[src/rtl/fwd_pkg.sv]
// ----------------------------------------------------------------------------
// fwd_pkg
// Shared types and constants for the ID-stage forwarding scoreboard.
//   sb_entry_t : one tracked in-flight register write {valid, rd, cnt}.
//                An entry can be forwarded once cnt has reached zero.
//   SEL_RF     : forward-select code meaning "read the register file".
//   LAT_ALU/LAT_LOAD : issue latencies of the two producer classes.
//   clog2      : constant-function log2 used for derived widths.
// The entry field widths match the default REG_AW / LAT_W of the top level.
// ----------------------------------------------------------------------------
package fwd_pkg;

    localparam int SB_RD_W  = 5;
    localparam int SB_CNT_W = 2;

    localparam int SEL_RF   = 0;
    localparam int LAT_ALU  = 1;
    localparam int LAT_LOAD = 2;

    typedef struct packed {
        logic                valid;
        logic [SB_RD_W-1:0]  rd;
        logic [SB_CNT_W-1:0] cnt;
    } sb_entry_t;

    function automatic int clog2(input int n);
        int r;
        r = 0;
        for (int v = n - 1; v > 0; v = v >> 1) begin
            r++;
        end
        return r;
    endfunction

endpackage

[src/rtl/fwd_src_lookup.sv]
// ----------------------------------------------------------------------------
// fwd_src_lookup
// Combinational priority search of the scoreboard for one ID-stage source.
//   entries  : scoreboard, index 0 = youngest (ID/EX)
//   srcUse   : the source is consumed in ID this cycle
//   srcReg   : source register address
//   sel      : SEL_RF, or k+1 to forward from pipeline position k
//   stallReq : the youngest matching producer has not produced its value yet
// ----------------------------------------------------------------------------
module fwd_src_lookup
    import fwd_pkg::*;
#(
    parameter int DEPTH  = 3,
    parameter int REG_AW = 5,
    parameter int SELW   = 2
) (
    input  sb_entry_t         entries [DEPTH],
    input  logic              srcUse,
    input  logic [REG_AW-1:0] srcReg,
    output logic [SELW-1:0]   sel,
    output logic              stallReq
);

    logic found;

    // Only the youngest match counts: once found, older (possibly ready)
    // entries hold a stale value and must not be selected.
    always_comb begin
        sel      = SELW'(SEL_RF);
        stallReq = 1'b0;
        found    = 1'b0;
        if (srcUse && (srcReg != '0)) begin
            for (int k = 0; k < DEPTH; k++) begin
                if (!found && entries[k].valid && (entries[k].rd == srcReg)) begin
                    found = 1'b1;
                    if (entries[k].cnt == '0) begin
                        sel = SELW'(k + 1);
                    end else begin
                        stallReq = 1'b1;
                    end
                end
            end
        end
    end

endmodule

[src/rtl/branch_fwd_scoreboard.sv]
// ----------------------------------------------------------------------------
// branch_fwd_scoreboard
// Hazard / forwarding controller for operands consumed in ID (branch compare,
// jr/jalr target). In-flight register writes shift through DEPTH positions
// with a ready countdown; each source picks the youngest ready producer or
// stalls ID.
//   clk, rst_n   : clock, asynchronous active-low reset
//   hold         : back-end stall, scoreboard frozen (counters still run)
//   iss_valid    : an instruction leaves ID this cycle; it is accepted only
//                  when stall is low, otherwise a bubble enters ID/EX
//   iss_wr/iss_rd/iss_lat : its register write and result latency
//   src_use/src_reg : per-source use flag and packed register addresses
//   fwd_sel      : per-source forward select (0 = register file)
//   stall        : hold PC and IF/ID, insert bubble
//   stall_cycles : saturating count of stalled cycles
//   hazard_err   : sticky flag, stall run exceeded MAX_STALL cycles
// ----------------------------------------------------------------------------
module branch_fwd_scoreboard
    import fwd_pkg::*;
#(
    parameter  int NUM_SRC   = 2,
    parameter  int REG_AW    = 5,
    parameter  int DEPTH     = 3,
    parameter  int LAT_W     = 2,
    parameter  int MAX_STALL = 15,
    localparam int SELW      = clog2(DEPTH + 1)
) (
    input  logic                      clk,
    input  logic                      rst_n,
    input  logic                      hold,
    input  logic                      iss_valid,
    input  logic                      iss_wr,
    input  logic [REG_AW-1:0]         iss_rd,
    input  logic [LAT_W-1:0]          iss_lat,
    input  logic [NUM_SRC-1:0]        src_use,
    input  logic [NUM_SRC*REG_AW-1:0] src_reg,
    output logic [NUM_SRC*SELW-1:0]   fwd_sel,
    output logic                      stall,
    output logic [15:0]               stall_cycles,
    output logic                      hazard_err
);

    localparam int               RUN_W     = clog2(MAX_STALL + 2);
    localparam logic [RUN_W-1:0] RUN_LIMIT = RUN_W'(MAX_STALL + 1);

    sb_entry_t          sb [DEPTH];
    logic [NUM_SRC-1:0] stallReq;
    logic               issWrites;
    logic [15:0]        stallCnt;
    logic [RUN_W-1:0]   runCnt;
    logic               hazErr;

    for (genvar i = 0; i < NUM_SRC; i++) begin : g_src
        fwd_src_lookup #(
            .DEPTH  (DEPTH),
            .REG_AW (REG_AW),
            .SELW   (SELW)
        ) u_lookup (
            .entries  (sb),
            .srcUse   (src_use[i]),
            .srcReg   (src_reg[i*REG_AW +: REG_AW]),
            .sel      (fwd_sel[i*SELW +: SELW]),
            .stallReq (stallReq[i])
        );
    end

    assign stall = |stallReq;

    // r0 writes are never tracked; a stalled ID forces a bubble.
    assign issWrites = iss_valid & iss_wr & (iss_rd != '0) & ~stall;

    // The entry entering ID/EX keeps its full latency; older entries count
    // down as they move one position further.
    always_ff @(posedge clk or negedge rst_n) begin
        if (!rst_n) begin
            for (int k = 0; k < DEPTH; k++) begin
                sb[k] <= '0;
            end
        end else if (!hold) begin
            sb[0] <= '{valid: issWrites, rd: iss_rd, cnt: iss_lat};
            for (int k = 1; k < DEPTH; k++) begin
                sb[k].valid <= sb[k-1].valid;
                sb[k].rd    <= sb[k-1].rd;
                sb[k].cnt   <= (sb[k-1].cnt == '0) ? '0 : sb[k-1].cnt - SB_CNT_W'(1);
            end
        end
    end

    // Statistics and watchdog keep running while hold freezes the scoreboard.
    always_ff @(posedge clk or negedge rst_n) begin
        if (!rst_n) begin
            stallCnt <= '0;
            runCnt   <= '0;
            hazErr   <= 1'b0;
        end else if (stall) begin
            if (stallCnt != 16'hFFFF) begin
                stallCnt <= stallCnt + 16'd1;
            end
            if (runCnt != RUN_LIMIT) begin
                runCnt <= runCnt + RUN_W'(1);
            end
            // The run reaches MAX_STALL+1 on this edge.
            if (runCnt >= RUN_LIMIT - RUN_W'(1)) begin
                hazErr <= 1'b1;
            end
        end else begin
            runCnt <= '0;
        end
    end

    assign stall_cycles = stallCnt;
    assign hazard_err   = hazErr;

endmodule
[config.mk]
export PLATFORM = sky130hd
export DESIGN_NAME = branch_fwd_scoreboard
export DESIGN_NICKNAME = d
export VERILOG_FILES = /design/src/rtl/fwd_pkg.sv /design/src/rtl/fwd_src_lookup.sv /design/src/rtl/branch_fwd_scoreboard.sv
export SDC_FILE = /design/constraint.sdc
export NUM_CORES = 1
export LEC_CHECK = 0
export CAP_MARGIN = 5
export CORE_MARGIN = 5
export CORE_UTILIZATION = 50
export CTS_CLUSTER_DIAMETER = 150
export DETAILED_ROUTE_END_ITERATION = 10
export PLACE_DENSITY = 0.88
export REMOVE_ABC_BUFFERS = 1
export SLEW_MARGIN = 0
export SYNTH_ARGS = -nofsm -noshare
export SYNTH_HDL_FRONTEND = slang
export SYNTH_SLANG_ARGS = --single-unit
[constraint.sdc]
create_clock -name clk -period 3 [get_ports clk]
set_clock_uncertainty 0.1 [all_clocks]
set_input_delay 0.3 -clock clk [delete_from_list [all_inputs] [get_ports clk]]
set_output_delay 0.3 -clock clk [all_outputs]
set_load 0.1 [all_outputs]
# Word level (Yosys, flattened, before mapping)
# Index checks and enable logic that the tools add are counted.
dict set report word_totals {
  wordCells 93
  register_bits 46
  output_inout_bits 22
  in_bits 24
}
dict set report classes {
  n_eq_ne 9
  muxes 38
  n_reduce_logical 25
  n_bitwise 4
  order_cmp 1
  n_addsub 4
}
# operator count
set op_table {}
lappend op_table {{5-bit == test} 6}
lappend op_table {{2-bit 2-to-1 mux} 13}
lappend op_table {{1-bit 2-to-1 mux} 23}
lappend op_table {{16-bit by 1-bit adder with 16-bit output (second input constant)} 1}
lappend op_table {{16-bit inequality test (second input constant)} 1}
lappend op_table {{5-bit nonzero test} 3}
lappend op_table {{1-bit logical AND} 12}
lappend op_table {{5-bit 2-to-1 mux} 2}
lappend op_table {{2-bit zero test} 3}
lappend op_table {{5-bit by 1-bit adder with 5-bit output (second input constant)} 1}
lappend op_table {{5-bit by 4-bit greater-or-equal comparator with 1-bit output (second input constant)} 1}
lappend op_table {{5-bit inequality test (second input constant)} 1}
lappend op_table {{1-bit zero test} 4}
lappend op_table {{2-bit AND reduction} 2}
lappend op_table {{2-bit by 1-bit subtractor with 2-bit output (second input constant)} 2}
lappend op_table {{1-bit AND} 3}
lappend op_table {{2-bit by 1-bit inequality test with 1-bit output (second input constant)} 1}
lappend op_table {{2-bit OR reduction} 1}
lappend op_table {{1-bit NOT} 1}

# Depth between registers and ports, before layout
dict set report depth {
  ltp_word 17
  ltp_mapped 8
  ltp_nobuf 7
}

# Cells and area by module
# From an unflattened synthesis, not the netlist that was laid out.
dict set report hier_totals {
  cells_unflattened 236
  hier_area_um2 2566.2
}
# module n_inst cells_per_inst area_per_inst_um2 seq_area_each_um2
set by_module_without_submodules {}
lappend by_module_without_submodules {branch_fwd_scoreboard 1 164 2018.2 1151.1}
lappend by_module_without_submodules {fwd_src_lookup 2 36 274.0 0.0}

# Worst setup path before layout
# OpenSTA, ideal clock, no wires.
dict set report synth_path {
  path_type {reg-to-output}
  startpoint {reg sb[13] (netlist name)}
  endpoint {out fwd_sel[1]}
  path_slack_ns -0.825
  path_buffers 0
  arrival_time_ns 3.425
  path_stages_with_launch 6
  required_ns 2.600
  cell_sequence {dfrtp_1 -> xor2_1 -> nor3_2 -> and3_1 -> a2111o_1 -> a211oi_1}
}
dict set report synth_via {
  elab_chain_len 9
  word_cells_on_any_way 11
  classes_between {eq/ne: 1; mux: 6; reduce/logical: 4}
}
# item line_no
set synth_lines {}
lappend synth_lines {{from (decl)} branch_fwd_scoreboard.sv:46} ;# sb_entry_t sb [DEPTH];
lappend synth_lines {{5-bit == test *} fwd_src_lookup.sv:34} ;# if (!found && entries[k].valid && (entries[k].rd == srcReg)) begin
lappend synth_lines {{1-bit logical AND *} fwd_src_lookup.sv:34}
lappend synth_lines {{1-bit 2-to-1 mux} fwd_src_lookup.sv:34}
lappend synth_lines {{1-bit 2-to-1 mux} fwd_src_lookup.sv:32} ;# if (srcUse && (srcReg != '0)) begin
lappend synth_lines {{1-bit zero test} fwd_src_lookup.sv:34}
lappend synth_lines {{1-bit logical AND (2 in series)} fwd_src_lookup.sv:34}
lappend synth_lines {{2-bit 2-to-1 mux *} fwd_src_lookup.sv:34}
lappend synth_lines {{2-bit 2-to-1 mux *} fwd_src_lookup.sv:32}
lappend synth_lines {{to (decl)} branch_fwd_scoreboard.sv:37} ;# output logic [NUM_SRC*SELW-1:0] fwd_sel,
# Every way passes the cells marked *; elsewhere a longest branch is shown, timed or not. The select of a mux whose other input is x is not followed.

# Worst setup path after layout
dict set report layout_path {
  startpoint {in src_reg[3]}
  endpoint {out fwd_sel[1]}
}
dict set report layout_via {
  elab_chain_len 14
  word_cells_on_any_way 20
  classes_between {eq/ne: 3; mux: 8; reduce/logical: 9}
}
# item line_no
set layout_lines {}
lappend layout_lines {{from (decl)} branch_fwd_scoreboard.sv:36} ;# input logic [NUM_SRC*REG_AW-1:0] src_reg,
lappend layout_lines {{5-bit == test} fwd_src_lookup.sv:34}
lappend layout_lines {{1-bit logical AND} fwd_src_lookup.sv:34}
lappend layout_lines {{1-bit 2-to-1 mux} fwd_src_lookup.sv:34}
lappend layout_lines {{1-bit 2-to-1 mux} fwd_src_lookup.sv:32}
lappend layout_lines {{1-bit zero test} fwd_src_lookup.sv:34}
lappend layout_lines {{1-bit logical AND (2 in series)} fwd_src_lookup.sv:34}
lappend layout_lines {{1-bit 2-to-1 mux} fwd_src_lookup.sv:34}
lappend layout_lines {{1-bit 2-to-1 mux} fwd_src_lookup.sv:32}
lappend layout_lines {{1-bit zero test} fwd_src_lookup.sv:34}
lappend layout_lines {{1-bit logical AND (2 in series)} fwd_src_lookup.sv:34}
lappend layout_lines {{2-bit 2-to-1 mux} fwd_src_lookup.sv:34}
lappend layout_lines {{2-bit 2-to-1 mux *} fwd_src_lookup.sv:32}
# Marked as above.

==> qor.csv <==
metric,value,unit
hp-class,in -> async,
h-tree-depth,2,
reg2reg_to,stall_cycles[1]$_DFFE_PN0P_,
regToRegSetupSlack,0.64,ns
io_buffer_count,45,
cts_root_buf,clkbuf_8,
routed_wl,5.31,mm
most-common-layout-cells,"46 x dfrtp_1, 35 x xnor2_1, 22 x nand2_1, 22 x clkdlybuf4s50_1, 21 x buf_4",
p_leak,1.33,nW
timing.hold.ws,0.0577,ns
grt_pass1_wl,8.92,mm
grt_overflow_total,0,
grt_max_degree,47,
crit_path_end_kind,output pin,
syn_avg_cell_area,10.6,um2
dp_hpwl,4.09,mm
status,"complete, no violations",
cts_resized,0,
worst_pin_slew,0.976,ns
num_vias,1959,
insertion_delay,0.30,ns
startpoint,src_reg[3],
initial_core_util,51.1,%
synth_seq_cells,46,
crit_arrival,2.41,ns
drtIter0Drc,80,
cp.depth,7,
yosysWarnings,0,
clock_sinks,46,
slowest_delay,0.59,ns
antenna_left,0,
synthFlopType,dfrtp_1,
netlist_area,0.00257,mm2
vias_per_cell,5.37,
p_per_area,490,mW/mm2
synth_cell_type_count,45,
finalSetupViolCount,0,
maxSlewViolCount,0,
fp.dieH,81.8,um
fmax,0.356,GHz
rsz0062_at_grt,no,
clkTransAtPathRegs,0.08,ns
yosysSeqAreaShare,44.7,%
path_delay_family,buffers and inverters,
place_congestion,0.863,
boundaryPins,46,
dr.pass1.iters,4,
dieArea,0.00669,mm2
cp-start-kind,input pin,
antenna_found_initial,0,
endpoint,fwd_sel[1],
cts_tree,yes,
cts_hold_buf,0,
num_antenna_cells,0,
crit_fanout,4,
row_count,26,
crit_chain,clkdlybuf4s50_1 > xor2_1 > nor3_2 > and3_1 > a2111o_1 > a211oi_1 > buf_12,
r2r-start,sb[13]$_DFFE_PN0N_,
crit_buf_inv,2,
syn_to_final_growth,24.9,%
max_cap_viol_count,0,
layout-drive-gt1-share,21.0,%
finalCritPeriodShare,93.5,%
avgRoutedWirePerCell,14.5,um
post_cts_buffers,0,
coreArea,0.00504,mm2
final_nets,322,
cp_slowest_cell,clkdlybuf4s50_1,
finalHoldViolCount,0,
synth_edf_count,0,
fin_crit,2.81,ns
syn_inst,244,
dieWidth,81.8,um
ff2ff_path_depth,7,
critPathKind,in -> out,
synth_async_sr_flop_share,100,%
ir_worst_vdd,428,uV
cts_buffers,5,
layout_commonest_cell,dfrtp_1,
first_global_vias,1939,
grt_usage,17.4,%
relSlewSlack,34.9,%
final_core_util,63.8,%
worstPathRequired,2.60,ns
drc,0,
clock_path_buffers,2,
[per-layer routing]
metal | part of all wire (%) | global-route usage (%)
met5 | 0 | 0
met4 | 1.5 | 6.15
met3 | 4.9 | 5.04
met2 | 48 | 28.4
met1 | 45 | 22.0
[registers in the layout, indices dropped and copies added, names as in the netlist]
register / flops
sb: 24
stall_cycles: 16
runCnt: 5
hazard_err: 1
[worst min path at each step]
| stage | cells after the start | endpoint | startpoint |
|---|---|---|---|
| global placement | 1 | hazard_err$_DFFE_PN0P_ | hazard_err$_DFFE_PN0P_ |
| detailed placement | 1 | hazard_err$_DFFE_PN0P_ | hazard_err$_DFFE_PN0P_ |
| floorplan | 0 | hazard_err$_DFFE_PN0P_ | rst_n |
| global route | 1 | stall_cycles[7]$_DFFE_PN0P_ | rst_n |
| CTS | 1 | stall_cycles[9]$_DFFE_PN0P_ | rst_n |
| finish | 1 | stall_cycles[9]$_DFFE_PN0P_ | rst_n |
[per-stage QoR]
step	setup TNS, ns	std cells	area [um2]	setup slack, ns	power (mW)
final	0	365	3220	0.195	1.58
after global routing	0	365	3220	0.0343	1.65
after CTS	0	365	3220	0.197	1.59
after detailed placement	0	357	3110	0.212	1.14
after global placement	0	357	3110	0.277	1.13
after floorplan	-1.44	238	2540	-0.825	1.01
[cells in the mapped netlist, types with 2 or more instances]
cell type	count	share of area (%)
a21boi_0	3	0.87
and3_1	6	1.5
o211ai_1	2	0.58
nand2b_1	2	0.49
nor3_1	3	0.58
nand3_1	20	3.9
nand4_1	7	1.7
inv_1	5	0.73
ha_1	4	1.9
clkbuf_1	3	0.44
nor2_1	16	2.3
dfrtp_1	46	45
mux2_4	2	1.2
nand2_1	22	3.2
mux2_2	19	8.3
xnor2_1	35	12
o21ai_0	7	1.4
buf_6	2	0.87
nand3b_1	2	0.58
xor2_1	11	3.7
or4_1	3	0.87
[layout make-up]
type / instances / area [um2]
Fill cell: 393 / 1830
Multi-Input combinational cell: 187 / 1370
Sequential cell: 46 / 1150
Timing Repair Buffer: 49 / 483
Tap cell: 70 / 87.6
Clock buffer: 5 / 68.8
Clock inverter: 3 / 40.0
Inverter: 5 / 18.8
[power breakdown]
part           internal [mW]  switching (mW)  total, mW  leakage, nW
Combinational          0.159           0.216      0.375        0.679
Sequential             0.675          0.0721      0.747        0.597
Clock                  0.245           0.209      0.454       0.0579
[kinds of logic (layout without fill, tap and decap cells)]
logic type	after synthesis	after routing	synth area share, %
fa+ha+maj	4	4	1.94
buf+inv	11	62	2.19
mux	21	21	9.48
xor+xnor	46	46	15.6
simple gates	91	91	18.1
compound gates	25	25	7.92
flops	46	46	44.7
Note: power is estimated with default switching activity, not from simulation.
